==> src/rtl/unary_mm_sequencer.sv <==
// rtl/unary_mm_sequencer.sv - job sequencer for a unary matrix-multiply row/column counter-array pair
//
// Purpose: accepts a job of N row/column vector pairs, fetches each pair from upstream,
// strobes the counter-array saves, enables counting until the row array reports done,
// drives accumulator clear/enable, bounds every run with a watchdog and hands the result
// downstream.
//
// Ports:
//   clk, reset                 clock (rising edge), asynchronous active-high reset
//   start_valid/start_ready    job request handshake; num_vec sampled on acceptance
//   num_vec                    job length N (clamped to MAX_VEC)
//   abort                      synchronous abort back to IDLE
//   vec_valid/vec_ready        upstream vector-pair handshake
//   row_save, col_save         save strobes to the row / column counter arrays
//   cnt_en                     count enable to both arrays
//   row_done, lane_busy        status from the row array (lane_busy is informational)
//   acc_clear, acc_en          downstream accumulator control
//   vec_idx                    index of the pair in flight
//   out_valid/out_ready        job-complete handshake
//   err                        watchdog fired during the current/last job
//   run_cycles                 RUN cycles spent in the last job (saturating)

module unary_mm_sequencer #(
    parameter int DIM     = 4,
    parameter int WIDTH   = 8,
    parameter int MAX_VEC = 16,
    parameter int CYC_W   = 16,
    parameter int VEC_W   = $clog2(MAX_VEC + 1)
) (
    input  logic             clk,
    input  logic             reset,
    input  logic             start_valid,
    output logic             start_ready,
    input  logic [VEC_W-1:0] num_vec,
    input  logic             abort,
    input  logic             vec_valid,
    output logic             vec_ready,
    output logic             row_save,
    output logic             col_save,
    output logic             cnt_en,
    input  logic             row_done,
    input  logic [DIM-1:0]   lane_busy,
    output logic             acc_clear,
    output logic             acc_en,
    output logic [VEC_W-1:0] vec_idx,
    output logic             out_valid,
    input  logic             out_ready,
    output logic             err,
    output logic [CYC_W-1:0] run_cycles
);

    typedef enum logic [1:0] {
        S_IDLE = 2'd0,
        S_LOAD = 2'd1,
        S_RUN  = 2'd2,
        S_DONE = 2'd3
    } state_t;

    localparam int WD_W = WIDTH + 1;
    // wd value seen on the last RUN cycle a legal pair may need (max magnitude 2^(WIDTH-1)
    // takes 2^(WIDTH-1)+1 cycles); reaching it without row_done means the array is stuck.
    localparam logic [WD_W-1:0]  WD_LAST  = WD_W'(1) << (WIDTH - 1);
    localparam logic [VEC_W-1:0] VEC_MAX  = VEC_W'(MAX_VEC);
    localparam logic [CYC_W-1:0] CYC_SAT  = {CYC_W{1'b1}};

    state_t           state_q, state_d;
    logic [VEC_W-1:0] num_q, num_d;
    logic [VEC_W-1:0] vec_idx_q, vec_idx_d;
    logic             err_q, err_d;
    logic [CYC_W-1:0] run_cycles_q, run_cycles_d;
    logic [WD_W-1:0]  wd_q, wd_d;
    logic             first_q, first_d;
    logic [VEC_W-1:0] num_clamped;

    // lane_busy carries no control meaning here; it is kept on the port for observability.
    logic unused_lane_busy;
    assign unused_lane_busy = ^lane_busy;

    assign num_clamped = (num_vec > VEC_MAX) ? VEC_MAX : num_vec;

    always_comb begin
        state_d      = state_q;
        num_d        = num_q;
        vec_idx_d    = vec_idx_q;
        err_d        = err_q;
        run_cycles_d = run_cycles_q;
        wd_d         = wd_q;
        first_d      = first_q;

        if (abort) begin
            state_d = S_IDLE;
        end else begin
            case (state_q)
                S_IDLE: begin
                    if (start_valid) begin
                        num_d        = num_clamped;
                        vec_idx_d    = '0;
                        err_d        = 1'b0;
                        run_cycles_d = '0;
                        wd_d         = '0;
                        first_d      = 1'b1;
                        state_d      = (num_clamped == '0) ? S_DONE : S_LOAD;
                    end
                end
                S_LOAD: begin
                    // acc_clear covers only the very first LOAD cycle, even if upstream stalls.
                    first_d = 1'b0;
                    wd_d    = '0;
                    if (vec_valid) begin
                        state_d = S_RUN;
                    end
                end
                S_RUN: begin
                    if (run_cycles_q != CYC_SAT) begin
                        run_cycles_d = run_cycles_q + CYC_W'(1);
                    end
                    wd_d = wd_q + WD_W'(1);
                    // row_done is checked first so it wins over a simultaneous watchdog expiry.
                    if (row_done) begin
                        wd_d = '0;
                        if (vec_idx_q == num_q - VEC_W'(1)) begin
                            state_d = S_DONE;
                        end else begin
                            vec_idx_d = vec_idx_q + VEC_W'(1);
                            state_d   = S_LOAD;
                        end
                    end else if (wd_q == WD_LAST) begin
                        err_d   = 1'b1;
                        state_d = S_DONE;
                    end
                end
                S_DONE: begin
                    if (out_ready) begin
                        state_d = S_IDLE;
                    end
                end
                default: state_d = S_IDLE;
            endcase
        end
    end

    always_ff @(posedge clk or posedge reset) begin
        if (reset) begin
            state_q      <= S_IDLE;
            num_q        <= '0;
            vec_idx_q    <= '0;
            err_q        <= 1'b0;
            run_cycles_q <= '0;
            wd_q         <= '0;
            first_q      <= 1'b0;
        end else begin
            state_q      <= state_d;
            num_q        <= num_d;
            vec_idx_q    <= vec_idx_d;
            err_q        <= err_d;
            run_cycles_q <= run_cycles_d;
            wd_q         <= wd_d;
            first_q      <= first_d;
        end
    end

    // Moore decode of the registered state; only the save strobes follow vec_valid directly
    // so the arrays capture the pair in the same cycle as the handshake.
    assign start_ready = (state_q == S_IDLE);
    assign vec_ready   = (state_q == S_LOAD);
    assign cnt_en      = (state_q == S_RUN);
    assign acc_en      = (state_q == S_RUN);
    assign acc_clear   = (state_q == S_LOAD) && first_q;
    assign out_valid   = (state_q == S_DONE);
    assign row_save    = (state_q == S_LOAD) && vec_valid && !abort;
    assign col_save    = (state_q == S_LOAD) && vec_valid && !abort;
    assign vec_idx     = vec_idx_q;
    assign err         = err_q;
    assign run_cycles  = run_cycles_q;

endmodule

==> config.mk <==
export PLATFORM = sky130hd
export DESIGN_NAME = unary_mm_sequencer
export DESIGN_NICKNAME = d
export VERILOG_FILES = /design/src/rtl/unary_mm_sequencer.sv
export SDC_FILE = /design/constraint.sdc
export NUM_CORES = 1
export LEC_CHECK = 0
export CAP_MARGIN = 20
export CORE_MARGIN = 1.5
export CORE_UTILIZATION = 57
export CTS_CLUSTER_DIAMETER = 80
export DETAILED_ROUTE_END_ITERATION = 8
export DONT_BUFFER_PORTS = 1
export PLACE_DENSITY = 0.82
export SLEW_MARGIN = 30
export SYNTH_ARGS = -nofsm -noshare
export SYNTH_HDL_FRONTEND = slang
export SYNTH_SLANG_ARGS = --single-unit
==> constraint.sdc <==
create_clock -name clk -period 2 [get_ports clk]
set_input_delay 0.3 -clock clk [delete_from_list [all_inputs] [get_ports clk]]
set_output_delay 0.3 -clock clk [all_outputs]
set_load 0.02 [all_outputs]
==> reports/qor.yml, run 1 <==
status: "finished, final reports clean"
regArea_um2: 980
period_share_pct: 98.0
syn_area_um2: 2320
async_reset_ff_share_pct: 100
cts_hold_buf: 0
die_area_um2: 4460
totalWireLength_mm: 5.30
tightestPinTransition_ns: 0.629
vdd_ir_drop_max_v: 0.000450
ios: 46
gp_congestion: 0.847
setup_viol_count_final: 0
drt-vias-per-instance: 5.90
maxCapViolCount: 0
pwr-share-comb_pct: 22.4
synth_cell_types: 45
h-tree-depth: 2
grt_pass1_vias: 1914
placedCellCount: 325
synth-edff-count: 0
clock.fmax_mhz: 510
power_w: 0.00192
grt_usage_pct: 25.3
critical_path_class: "reg2reg"
overflow: 0
crit_fanout: 6
worstSetupStartpointType: "flip-flop"
hold_class: "in2async"
wl_per_cell_um: 15.9
p_leak_nw: 1.18
fin_util_pct: 68.2
seqPwrFrac_pct: 46.7
setup.worst_path.start: "state_q[0]"
crit_required_ns: 2.18
first_pass_iters: 4
rows: 23
rsz0062_at_grt: "no"
numCtsBuffers: 5
diodes: 0
switchingPower_w: 0.000593
syn_area_per_cell_um2: 8.96
hold_ws_ns: 0.00692
layout_min_cycle_time_ns: 1.96
start_util_pct: 58.9
nets: 304
final_cell_mix: "dfrtp_1 (36), nand2_1 (28), buf_4 (28), nor2_1 (27)"
drive_gt1_share_pct: 19.4
swShare_pct: 31.0
synthFlopType: "dfrtp_1"
worst_clock_skew_ns: 0.00756
cp_data_arrival_time_ns: 2.14
setup_tns_ns: 0
grt_max_degree: 40
grt_first_pass_wirelength_mm: 8.48
slew_violations: 0
syn_inst: 259
r2r-start: "state_q[0]"
worst_setup_path_end_kind: "flip-flop"
portBuffers: 0
cts_sinks: 39
ys_seq_elements: 39
cts_tree: "built"
final_common_cell: "dfrtp_1"
synth_nets: 280
drt_iter0_markers: 135
dp_hpwl_mm: 3.81
multi_input_area_um2: 1280
pwr-share-clk_pct: 30.9
ant_nets: 0
clkTransAtPathRegs_ns: 0.08
route.detailed.drc: 0
cts-root-buf: "clkbuf_8"
p_per_area_nw_per_um2: 713
syn2layout_area_growth_pct: 15.8
layoutNonFillerInstCount: 334
yosysWarnings: 0
hold_violations: 0
maxSlewHeadroom_pct: 57.6
nFillCells: 303
dieHeight_um: 66.8
yosysSeqAreaShare_pct: 42.0
power.internal_w: 0.00132
cts_buffer_depth: 2
die_w_um: 66.8
antenna_found_initial: 0
clk_latency_ns: 0.29
core-area_um2: 3940
via_count: 1969
power by group through the flow:
stage / Combinational (W) / Sequential [W] / Clock [W]
finish: 0.000428 / 0.000895 / 0.000592
global route: 0.000479 / 0.000902 / 0.000628
detailed placement: 0.000407 / 0.000913 / 0
global placement: 0.000388 / 0.000910 / 0
CTS: 0.000410 / 0.000897 / 0.000597
floorplan: 0.000302 / 0.000908 / 0
critical path, stage by stage (launching register included):
cell and delay, ns:
dfrtp_1 0.38, or2_4 0.28, or4_4 0.62, a2111oi_2 0.35, xnor2_1 0.18, nor2_2 0.05
kinds of logic (layout without fill, tap and decap cells):
logic type | Yosys count | count (layout) | share of synthesized area (%)
xor gates and xnor gates | 21 | 21 | 7.92
adders and majority gates | 5 | 5 | 2.70
AOI/OAI and AO/OA | 45 | 45 | 13.0
DFF | 39 | 39 | 42.0
muxes | 8 | 8 | 3.50
buffers and inverters | 25 | 50 | 5.01
and+or+nand+nor | 116 | 116 | 25.8
synth_stat cells (all sizes together), types with 7 or more instances:
| cell type | number | area share (%) |
|---|---|---|
| xnor2 | 14 | 5.3 |
| nand2 | 28 | 4.5 |
| nor3 | 7 | 1.5 |
| xor2 | 7 | 2.6 |
| dfrtp | 39 | 42 |
| nand3 | 11 | 2.4 |
| o21ai | 14 | 3.0 |
| nand2b | 7 | 1.9 |
| nor2 | 30 | 5.2 |
| inv | 13 | 2.1 |
| mux2i | 7 | 3.0 |
| a21oi | 13 | 2.8 |
timing repair:
item	in CTS	in global routing
resized for setup	0	8
setup buffers	0	1
setup endpoints to repair	0	11
hold endpoints to repair	0	0
through the flow:
step,setup slack [ns],cell area (um^2)
after global placement,0.100,2530
after global routing,0.00220,2690
after detailed placement,0.0475,2530
final,0.0401,2690
after floorplan,0.00411,2330
after CTS,0.0533,2630
final timing paths:
path	to	cells after the start	slack, ns
worst max-delay path	run_cycles[15]	5	0.04
worst min-delay path	run_cycles[13]	2	0.007
worst max register to register	run_cycles[15]	5	0.04
worst min register to register	first_q	2	0.50
max in group asynchronous	state_q[1]	2	1.62
min in group clk	state_q[0]	1	0.07
state kept, by name, summed over array words and instances, names as in the netlist:
| signal | count |
|---|---|
| err | 1 |
| first_q | 1 |
| num_q | 5 |
| run_cycles | 16 |
| state_q | 2 |
| vec_idx | 5 |
| wd_q | 9 |
layer usage:
| metal | global-route usage (%) | vias to the layer above | wire (um) |
|---|---|---|---|
| li1 | - | 955 | - |
| met1 | 30.3 | 953 | 2250 |
| met2 | 42.4 | 49 | 2610 |
| met3 | 9.63 | 12 | 346 |
| met4 | 7.14 | 0 | 92 |
| met5 | 0 | - | 0 |
cell type report:
type / count / area share (%)
inverters: 14 / 2.09
flip-flops and latches: 39 / 36.5
repair buffers: 28 / 7.82
well taps: 50 / 2.33
multi-input cells: 195 / 47.6
clock buffers: 8 / 3.72
Note: power is estimated with default switching activity, not from simulation.
==> run 2, diff against run 1 <==
--- a/config.mk
+++ b/config.mk
@@ -11,6 +11,7 @@
 export CTS_CLUSTER_DIAMETER = 80
 export DETAILED_ROUTE_END_ITERATION = 8
 export DONT_BUFFER_PORTS = 1
+export GPL_TIMING_DRIVEN = 0
 export PLACE_DENSITY = 0.82
 export SLEW_MARGIN = 30
 export SYNTH_ARGS = -nofsm -noshare
==> run 2 against run 1 <==
Net effect:
- largest power group unchanged
- clock power fell by 14%
- setup slack improved by 0.026 ns
- first-iteration DRC count fell by 31%
- register-to-register slack improved by 0.03 ns
- combinational power fell by 2%
- critical path depth rose by 1
- sequential power rose by 2%
- worst hold slack improved by 0.11 ns
- critical path type unchanged
- via count fell by 1.2%
- total power fell by 3.9%
==> reports/qor.yml, run 2 (synthesized netlist as in run 1, its figures left out) <==
status: "finished, final reports clean"
cts_buffer_depth: 2  # unchanged
layout_min_cycle_time_ns: 1.93  # -0.0257 ns
start_util_pct: 58.9  # unchanged
slew_violations: 0  # unchanged
wl_met3_um: 345  # -0.29%
dr.max_layer_used: "met4"
overflow: 0  # unchanged
crit_required_ns: 2.18  # about the same
worst_clock_skew_ns: 0.00789  # +0.000335 ns
h-tree-depth: 2  # unchanged
tightestPinTransition_ns: 0.582  # -0.0465 ns
cts-root-buf: "clkbuf_8"
diodes: 0  # unchanged
grt_max_degree: 21  # -48%
placed_area_um2: 2420  # -4.4%
p_leak_nw: 1.12  # -5.3%
layout_setup_ws_ns: 0.0658  # +0.0257 ns
largest_reg_flops: 16  # unchanged
p_per_area_nw_per_um2: 691  # -3.0%
setup_viol_count_final: 0  # unchanged
nets: 292  # -3.9%
grt_first_pass_wirelength_mm: 8.07  # -4.8%
dieHeight_um: 66.8  # unchanged
cp_data_arrival_time_ns: 2.12  # -0.02 ns
ios: 46  # unchanged
maxSlewHeadroom_pct: 60.9  # +3.3 points
dp_hpwl_mm: 3.67  # -3.7%
placedCellCount: 310  # -4.6%
critical_path_class: "reg2reg"
first_pass_iters: 4  # unchanged
r2r_slack_ns: 0.07  # +0.03 ns
grt_pass1_vias: 1782  # -6.9%
vdd_ir_drop_max_v: 0.000473  # +4.9%
numCtsBuffers: 5  # unchanged
final_common_cell: "dfrtp_1"
syn2layout_area_growth_pct: 14.8
rsz0062_at_grt: "no"
portBuffers: 0  # unchanged
layoutNonFillerInstCount: 321  # -3.9%
drive_gt1_share_pct: 18.1  # -1.3 points
final_cell_mix: "dfrtp_1 (36), nor2_1 (27), nand2_1 (26), xnor2_1 (14), o21ai_0 (13)"
hold_violations: 0  # unchanged
drt-vias-per-instance: 6.06  # +2.8%
ant_nets: 0  # unchanged
design_area_um2: 2660  # -0.88%
cts_sinks: 39  # unchanged
cts_tree: "built"
r2r-end: "run_cycles[7]"
hold_class: "in2reg"
grt_usage_pct: 24.2  # -1.1 points
wl_per_cell_um: 16.1  # +1.6%
met2_wirelength_mm: 2.55  # -2.3%
period_share_pct: 96.7  # -1.3 points
holdPathStages: 2
r2r_cells: 6  # +1
min_from: "num_vec[4]"
maxCapViolCount: 0  # unchanged
clock.fmax_mhz: 517  # +1.3%
route.detailed.drc: 0  # unchanged
drt_iter0_markers: 93  # -31%
setup_tns_ns: 0  # unchanged
crit_fanout: 6  # unchanged
met1_length_mm: 2.21  # -1.5%
core-area_um2: 3940  # unchanged
worstSetupStartpointType: "flip-flop"
r2r-start: "state_q[0]"
totalWireLength_mm: 5.17  # -2.3%
worst_setup_path_end_kind: "flip-flop"
via_count: 1946  # -1.2%
rows: 23  # unchanged
clkTransAtPathRegs_ns: 0.08  # about the same
antenna_found_initial: 0  # unchanged
die_area_um2: 4460  # unchanged
nFillCells: 315  # +4.0%
post-place-ws_ns: -0.307  # -0.354 ns
clk_latency_ns: 0.30  # about the same
die_w_um: 66.8  # unchanged
worstHoldEndpoint: "num_q[4]"
gp_congestion: 0.873  # +3.1%
-- run 2: cell count changes in the layout (fill, tap and decap cells not counted), moves of 2 or more --
cell	previous run	this run
a211oi_1	5	3
a211oi_2	0	2
and4_1	3	1
and4_4	0	2
buf_4	28	5
buf_6	0	4
clkbuf_2	0	4
clkbuf_8	7	5
nand2_1	28	26
nand2_2	0	2
-- run 2: timing repair --
action,4_1_cts,5_1_grt
pin swaps,6,7
gates resized for setup,17,19
cloned,0,1
setup buffers,2,2
endpoints found under the hold margin,19,0
hold buffers,1,0
setup endpoints to repair,28,26
-- run 2: layer usage --
| layer | up-vias | track usage [%] |
|---|---|---|
| met4 | 0 | 7.91 |
| met1 | 951 | 29.2 |
| li1 | 934 | - |
| met3 | 7 | 8.78 |
| met2 | 54 | 40.0 |
| met5 | - | 0 |
-- run 2: worst max path at each step --
stage	from	to	slack [ns]	cells past startpoint
4_1_cts	state_q[1]	wd_q[7]	-0.008	5
5_1_grt	state_q[0]	run_cycles[7]	0.007	6
3_5_place_dp	state_q[0]	vec_idx[0]	-0.31	6
6_report	state_q[0]	run_cycles[7]	0.07	6
3_3_place_gp	state_q[0]	vec_idx[0]	-0.22	6
2_1_floorplan	state_q[1]	row_save	0.004	5
-- run 2: final cells by class --
class,instances,area (um^2),share of cell area (%)
multi-input combinational,196,1350,50.6
inverter,14,57.6,2.16
clock buffer,7,76.3,2.87
tap,50,62.6,2.35
sequential,39,980,36.8
buffer,9,72.6,2.72
timing repair buffer,6,67.6,2.54
-- run 2: power breakdown --
| part | total, W | internal [W] | switching [W] |
|---|---|---|---|
| registers | 0.000911 | 0.000840 | 0.0000707 |
| logic | 0.000418 | 0.000166 | 0.000251 |
| clock network | 0.000512 | 0.000240 | 0.000271 |
| total | 0.00184 | 0.00125 | 0.000594 |
-- run 2: metrics by stage --
stage / utilization (%) / hold WS, ns / total power, W
floorplan: - / 0.405 / 0.00121
global placement: 60.7 / 0.413 / 0.00127
detailed placement: 61.4 / 0.223 / 0.00130
CTS: 65.7 / 0.112 / 0.00183
global route: 67.6 / 0.135 / 0.00194
finish: 67.6 / 0.113 / 0.00184
-- run 2: critical path, cell delays in order, from the launching register on --
cell	delay, ns
dfrtp_1	0.41
or2_4	0.25
or4_4	0.54
buf_6	0.16
a211oi_1	0.27
xnor2_1	0.15
nor2_1	0.05
